**config.mk**
```make
export PLATFORM = sky130hd
export DESIGN_NAME = seq_square_flat
export DESIGN_NICKNAME = d
export VERILOG_FILES = /design/src/rtl/sqrt_pkg.sv /design/src/rtl/seq_square_if.sv /design/src/rtl/seq_square.sv /design/src/flat_wrapper.sv
export SDC_FILE = /design/constraint.sdc
export NUM_CORES = 1
export LEC_CHECK = 0
export CAP_MARGIN = 40
export CORE_AREA = 2 2 119 121
export CTS_CLUSTER_DIAMETER = 30
export CTS_CLUSTER_SIZE = 14
export DETAILED_ROUTE_END_ITERATION = 16
export DIE_AREA = 0 0 121 123
export GPL_TIMING_DRIVEN = 0
export HOLD_SLACK_MARGIN = 0.03
export PLACE_DENSITY = 0.66
export SLEW_MARGIN = 20
export SYNTH_ARGS = -nofsm -noshare
export SYNTH_HDL_FRONTEND = slang
export SYNTH_SLANG_ARGS = --single-unit
```
**constraint.sdc**
```tcl
create_clock -name Clock -period 8.05 [get_ports Clock]
set_input_delay 1.61 -clock Clock [delete_from_list [all_inputs] [get_ports Clock]]
set_output_delay 1.61 -clock Clock [all_outputs]
set_load 0.01 [all_outputs]
```
**src/rtl/sqrt_pkg.sv**
```systemverilog
// Shared definitions for the sequential squarer and its companion sqrt block.
// N is always the wide side: the square / radicand width. The operand / root is N/2.
package sqrt_pkg;

    // Control states used by the iterative datapath.
    typedef enum logic [1:0] {
        S_IDLE,
        S_RUN,
        S_DONE
    } sq_state_t;

    // Default wide-side width, and the matching narrow (operand / root) width.
    localparam int SQ_N_DEFAULT    = 32;
    localparam int SQ_OP_W_DEFAULT = SQ_N_DEFAULT / 2;

    // Counter width able to hold the iteration count N/2.
    function automatic int sq_cnt_width(input int n);
        return $clog2(n / 2 + 1);
    endfunction

endpackage

```
**src/rtl/seq_square_if.sv**
```systemverilog
// Start/done handshake bundle for seq_square.
// The master drives the request side and the slave returns the result.
interface seq_square_if
    import sqrt_pkg::*;
#(
    parameter int N = SQ_N_DEFAULT
);

    logic             start;
    logic [N/2-1:0]   num_in;
    logic [N-1:0]     sq_out;
    logic             busy;
    logic             done;

    modport master (
        output start,
        output num_in,
        input  sq_out,
        input  busy,
        input  done
    );

    modport slave (
        input  start,
        input  num_in,
        output sq_out,
        output busy,
        output done
    );

endinterface

```
**src/rtl/seq_square.sv**
```systemverilog
// Iterative shift-add squarer: N/2-bit unsigned operand in, N-bit square out.
// Fixed latency of N/2 iterations after the start edge, with no early exit.
module seq_square
    import sqrt_pkg::*;
#(
    parameter int N = SQ_N_DEFAULT
) (
    input  logic          Clock,
    input  logic          reset,
    seq_square_if.slave   bus
);

    localparam int HALF = N / 2;
    localparam int CW   = sq_cnt_width(N);

    // Reject odd or too-narrow widths when the design is elaborated.
    generate
        if (((N % 2) != 0) || (N < 4)) begin : g_param_check
            $error("seq_square: N must be even and >= 4");
        end
    endgenerate

    sq_state_t         state_q,  state_d;
    logic [N-1:0]      acc_q,    acc_d;
    logic [N-1:0]      mcand_q,  mcand_d;
    logic [HALF-1:0]   mplier_q, mplier_d;
    logic [CW-1:0]     cnt_q,    cnt_d;
    logic [N-1:0]      sq_out_q, sq_out_d;
    logic [N-1:0]      addend;

    // Next-state and datapath update: load on an accepted start, then one
    // shift-add step per cycle until the last iteration publishes the result.
    always_comb begin
        state_d  = state_q;
        acc_d    = acc_q;
        mcand_d  = mcand_q;
        mplier_d = mplier_q;
        cnt_d    = cnt_q;
        sq_out_d = sq_out_q;
        addend   = mplier_q[0] ? mcand_q : '0;

        case (state_q)
            S_IDLE, S_DONE: begin
                if (bus.start) begin
                    mplier_d = bus.num_in;
                    mcand_d  = {{HALF{1'b0}}, bus.num_in};
                    acc_d    = '0;
                    cnt_d    = CW'(HALF);
                    state_d  = S_RUN;
                end
            end
            S_RUN: begin
                acc_d    = acc_q + addend;
                mcand_d  = mcand_q << 1;
                mplier_d = mplier_q >> 1;
                cnt_d    = cnt_q - CW'(1);
                if (cnt_q == CW'(1)) begin
                    sq_out_d = acc_q + addend;
                    state_d  = S_DONE;
                end
            end
            default: begin
                state_d = S_IDLE;
            end
        endcase
    end

    // State and datapath registers; synchronous reset clears everything and
    // aborts any operation in flight.
    always_ff @(posedge Clock) begin
        if (reset) begin
            state_q  <= S_IDLE;
            acc_q    <= '0;
            mcand_q  <= '0;
            mplier_q <= '0;
            cnt_q    <= '0;
            sq_out_q <= '0;
        end else begin
            state_q  <= state_d;
            acc_q    <= acc_d;
            mcand_q  <= mcand_d;
            mplier_q <= mplier_d;
            cnt_q    <= cnt_d;
            sq_out_q <= sq_out_d;
        end
    end

    // Status flags are pure decodes of the registered state, so they can never
    // both be high and both are low only in IDLE.
    assign bus.busy   = (state_q == S_RUN);
    assign bus.done   = (state_q == S_DONE);
    assign bus.sq_out = sq_out_q;

endmodule
```
**src/flat_wrapper.sv**
```systemverilog
// flat-port wrapper written by rule: the top's interface ports become plain ports
module seq_square_flat import sqrt_pkg::*;
#(
    parameter int N = SQ_N_DEFAULT
)
  (Clock, reset, bus_start, bus_num_in, bus_sq_out, bus_busy, bus_done);
  seq_square_if #(.N(N)) bus_i ();
  input  logic Clock;
  input  logic reset;
  input wire logic [$bits(bus_i.start)-1:0] bus_start;
  input wire logic [$bits(bus_i.num_in)-1:0] bus_num_in;
  output wire logic [$bits(bus_i.sq_out)-1:0] bus_sq_out;
  output wire logic [$bits(bus_i.busy)-1:0] bus_busy;
  output wire logic [$bits(bus_i.done)-1:0] bus_done;
  assign bus_i.start = bus_start;
  assign bus_i.num_in = bus_num_in;
  assign bus_sq_out = bus_i.sq_out;
  assign bus_busy = bus_i.busy;
  assign bus_done = bus_i.done;
  seq_square #(.N(N)) u_core (.Clock(Clock), .reset(reset), .bus(bus_i));
endmodule
```
* Yosys cells after proc, flatten, opt, wreduce, memory -nomap -nowiden *
Cells that the tools add are included.

storage, ports and cells
  flip-flop bits (word level) = 119
  input bits = 19
  output and inout bits = 34

operators by class
  add/subtract/negate cells = 2
  equality and inequality tests = 5
  multiplexer cells = 12
  reductions and logical operators = 6

operators by type and width
  cell                                                  number
  case mux 32 bit (2 select lines)                      2
  two-way mux 32 bit                                    3
  adder 32 bit                                          1
  case mux 16 bit (2 select lines)                      1
  two-way mux 16 bit                                    1
  case mux 5 bit (2 select lines)                       1
  AND reduction 2 bit                                   3
  equality test 5 x 1 -> 1 bit (second input constant)  1
  two-way mux 5 bit                                     1
  subtractor 5 x 1 -> 5 bit (second input constant)     1
  two-way mux 2 bit                                     2
  case mux 2 bit (2 select lines)                       1
  equality test 2 x 1 -> 1 bit (second input constant)  1
  equality test 2 bit (second input constant)           1
  logical NOT 2 bit                                     1
  != test 2 x 1 -> 1 bit (second input constant)        1
  != test 2 bit (second input constant)                 1
  nonzero test 2 bit                                    1
  OR reduction 2 bit                                    1

* Depth between registers and ports, before layout *
  depth after elaboration = 4
  gate-level depth with buffers = 11
  mapped depth without buffers = 10

* Worst setup path after synthesis *
No wires, ideal clock.

  path kind = input-to-reg
  start = in bus_start
  end = reg u_core.acc_q[28]
  arrival = 2904 ps
  slack = 5067 ps
  stages = 6
  path buffers = 2
  cells stage by stage = nor2b_1 -> clkbuf_1 -> nor3_1 -> clkbuf_1 -> nand2_1 -> o211ai_1

on the way
  longest elaborated chain between the ends = 2

ends and longest elaborated chain
  what                                  RTL line            text
  from (decl)                           flat_wrapper.sv:10  input wire logic [$bits(bus_i.start)-1:0] bus_start;
  != test 2 bit (no source line)        -
  AND reduction 2 bit (no source line)  -
  to (signal assigned)                  seq_square.sv:73    acc_q <= '0;
  to (signal assigned)                  seq_square.sv:80    acc_q <= acc_d;
  to (decl)                             seq_square.sv:24    logic [N-1:0] acc_q, acc_d;

Every way passes these cells.
A chain may end at the register's enable or synchronous reset.

* Worst setup path after layout *
  start = reg u_core.state_q[1]
  end = out bus_busy

on the way
  longest elaborated chain between the ends = 1

ends and longest elaborated chain
  what                          RTL line            text
  from (decl)                   seq_square.sv:23    sq_state_t state_q, state_d;
  from (signal assigned)        seq_square.sv:79    state_q <= state_d;
  equality test 2 x 1 -> 1 bit  seq_square.sv:90    assign bus.busy = (state_q == S_RUN);
  to (decl)                     flat_wrapper.sv:13  output wire logic [$bits(bus_i.busy)-1:0] bus_busy;

Every way passes these cells.

==> results.tsv <==
metric	value	unit
antenna-violating nets left	0	
Yosys top cell by area	dfxtp_1	
maximum vdd ir drop	0.000147	V
Layout fillers	1232	
Syn-to-layout area delta	21.1	%
Setup-failing EPs final	0	
fmax	223	MHz
IO Pins	53	
Non-Filler Cell Area, Final	0.00764	mm^2
CP Class	reg2out	
GPL Wtd Cong	0.988	
reg2reg end	u_core.bus.sq_out[30]	
DR vias/cell	5.76	
cell internal pwr	1.14	mW
max_slew headroom	39.7	%
hold_sp	u_core.bus.sq_out[16]	
max_cap viols	0	
largest net degree at the start of global routing	17	
number of global-route vias before repair	5732	
Mean Syn Cell Area	8.07	um^2
layout cells sized above 1	6.25	%
row cnt	43	
Final Hold Fails	0	
n_diodes	0	
startpoint types	flop	
peak fanout along the critical path	10	
top_reg_cell synth	dfxtp_1	
Final Cycle Share	55.8	%
Post-synth top cells	nand2_1 (149), dfxtp_1 (119), a21oi_1 (64)	
all-layer global routing usage	25.0	%
Root Buffer	clkbuf_16	
final net count	905	
# DRC	0	
htree depth	4	
CTS buffer count	17	
#FFs+latches synth	119	
worst-skew pair later-pin latency	430	ps
reg-to-reg slack, setup	4740	ps
post_cts resized	0	
Register-to-Register Path Depth	11	
GRT overflow	0	
ys async rst share	0	%
RSZ-0062 raised after global routing	false	
critical path data arrival time	2880	ps
CTS tree	yes	
clk slew on worst S/H paths	50	ps
sequential share of power	41.2	%
vias	6013	
Core Box Area	0.0136	mm^2
end of the critical path	bus_busy	
initial antenna violation count	0	
Die Wd	121	um
cts hold-fix bufs	0	
setup bufs post-CTS	0	
Synth area leaders	dfxtp_1 (38%), nand2_1 (8.9%), ha_1 (6.5%), a21oi_1 (5.1%), a31oi_1 (3.4%)	
placed inst area	0.00705	mm^2
most common cell in the synthesized netlist	nand2_1	
Final Util	56.1	%
drt initial violations	417	
Seq/Total Area, Yosys	37.8	%
Synth Cell Area	0.00631	mm^2
Initial Utilization	46.4	%
Post-synth EDFFs	0	
RR Startpoint	u_core.mplier_q[0]	
status	finished clean	
PwrDens	197	mW/mm^2
Port Buffers	51	
Wirelength per Cell	17.1	um
die height	123	um
Final Skew	8.94	ps
Tot Pwr	1.50	mW
global-route wire length before repair	28800	um
Yosys top cell area share	37.8	%
Switch Pwr	0.363	mW
setup TNS	0	ps
synthesized instance count	782	
Ys Warns	0	
clk sinks	119	
clock power share	51.4	%
CP startpoint	u_core.state_q[1]	
FF+latch area	0.00238	mm^2
Final Slew Violations	0	
Detailed Place HPWL	13200	um
library cells used by synthesis	61	
Switching Fraction	24.2	%
Syn Nets	835	
crit path time final	4490	ps
WP data required	6440	ps
worst-margin pin slew	903	ps
power share of the combinational group	7.5	%
CTS Buffer Depth	2	
multi-input gate area in the final layout	0.00371	mm^2
class of the worst hold path	reg2reg	
WL final	17900	um
die area	0.0149	mm^2
DRT Pass-1 Iters	5	
Pleak	2.81	nW
critical path endpoint category	output pin	
==> worst min-delay path by stage <==
stage,endpoint,slack (ps),cells after the start
after floorplan,u_core.acc_q[13],430,2
after global placement,u_core.acc_q[29],440,2
after detailed placement,u_core.bus.sq_out[16],450,2
after CTS,u_core.bus.sq_out[16],460,2
after global routing,u_core.bus.sq_out[16],460,2
final,u_core.bus.sq_out[16],450,2
==> area by class of cell <==
class / count / share of cell area [%]
clock inverters: 9 / 1.64
clock buffers: 22 / 6.08
multi-input cells: 606 / 48.6
plain buffers: 46 / 2.34
repair buffers: 51 / 6.68
well taps: 180 / 2.95
inverters: 11 / 0.540
flip-flops and latches: 119 / 31.2
==> registers in the layout, summed over array words and instances (netlist names) <==
register and flops:
u_core.mcand_q 32, u_core.acc_q 32, u_core.state_q 2, u_core.bus.sq_out 32, u_core.cnt_q 5, u_core.mplier_q 16
==> metrics by stage <==
step	hold slack (ps)	setup slack (ps)	instances
floorplan	432	5070	782
global placement	441	3660	1013
detailed placement	448	4010	1013
CTS	455	3540	1044
global route	462	3430	1044
finish	451	3560	1044
==> layer usage <==
metal | global-route usage, % | part of all wire (%) | vias up | routed length [um]
met5 | 0 | 0 | - | 0
met1 | 32.5 | 46 | 2789 | 8190
li1 | - | - | 2951 | -
met3 | 6.87 | 6.4 | 49 | 1150
met4 | 12.3 | 3.3 | 0 | 587
met2 | 38.3 | 44 | 224 | 7940
==> logic make-up (layout without fill, tap and decap cells) <==
kind of cell / count (synthesis) / count (layout) / synth area share, %
and+or+nand+nor: 319 / 319 / 23.8
DFF: 119 / 119 / 37.8
buffers and inverters: 57 / 139 / 3.49
muxes: 3 / 3 / 0.496
xor gates and xnor gates: 23 / 23 / 3.19
adders and majority gates: 34 / 34 / 6.86
AOI/OAI and AO/OA: 227 / 227 / 24.4
==> power groups by stage <==
stage,logic (mW),registers (mW),clock network [mW]
6_report,0.113,0.618,0.771
5_1_grt,0.122,0.619,0.809
4_1_cts,0.112,0.618,0.775
3_5_place_dp,0.111,0.630,0
3_3_place_gp,0.108,0.630,0
2_1_floorplan,0.0692,0.626,0
==> cells in the final DEF (no fill, tap or decap), drive strengths merged, types with 11 or more instances in the layout <==
| cell type | count |
|---|---|
| nand2 | 149 |
| dfxtp | 119 |
| a21oi | 66 |
| clkbuf | 63 |
| nor2 | 55 |
| clkdlybuf4s50 | 51 |
| a31oi | 35 |
| ha | 33 |
| and2 | 33 |
| o21ai | 29 |
| a22oi | 28 |
| nand3 | 16 |
| nand3b | 12 |
| xor2 | 12 |
| o211ai | 12 |
| a211oi | 12 |
| xnor2 | 11 |
| inv | 11 |
| nor3 | 11 |
==> critical path: stages (launching register included) <==
cell,delay (ps)
dfxtp_1,300
nand2b_1,140
buf_2,200
inv_2,190
clkbuf_1,390
clkbuf_1,580
clkdlybuf4s50_1,660
Note: power is estimated with default switching activity, not from simulation.
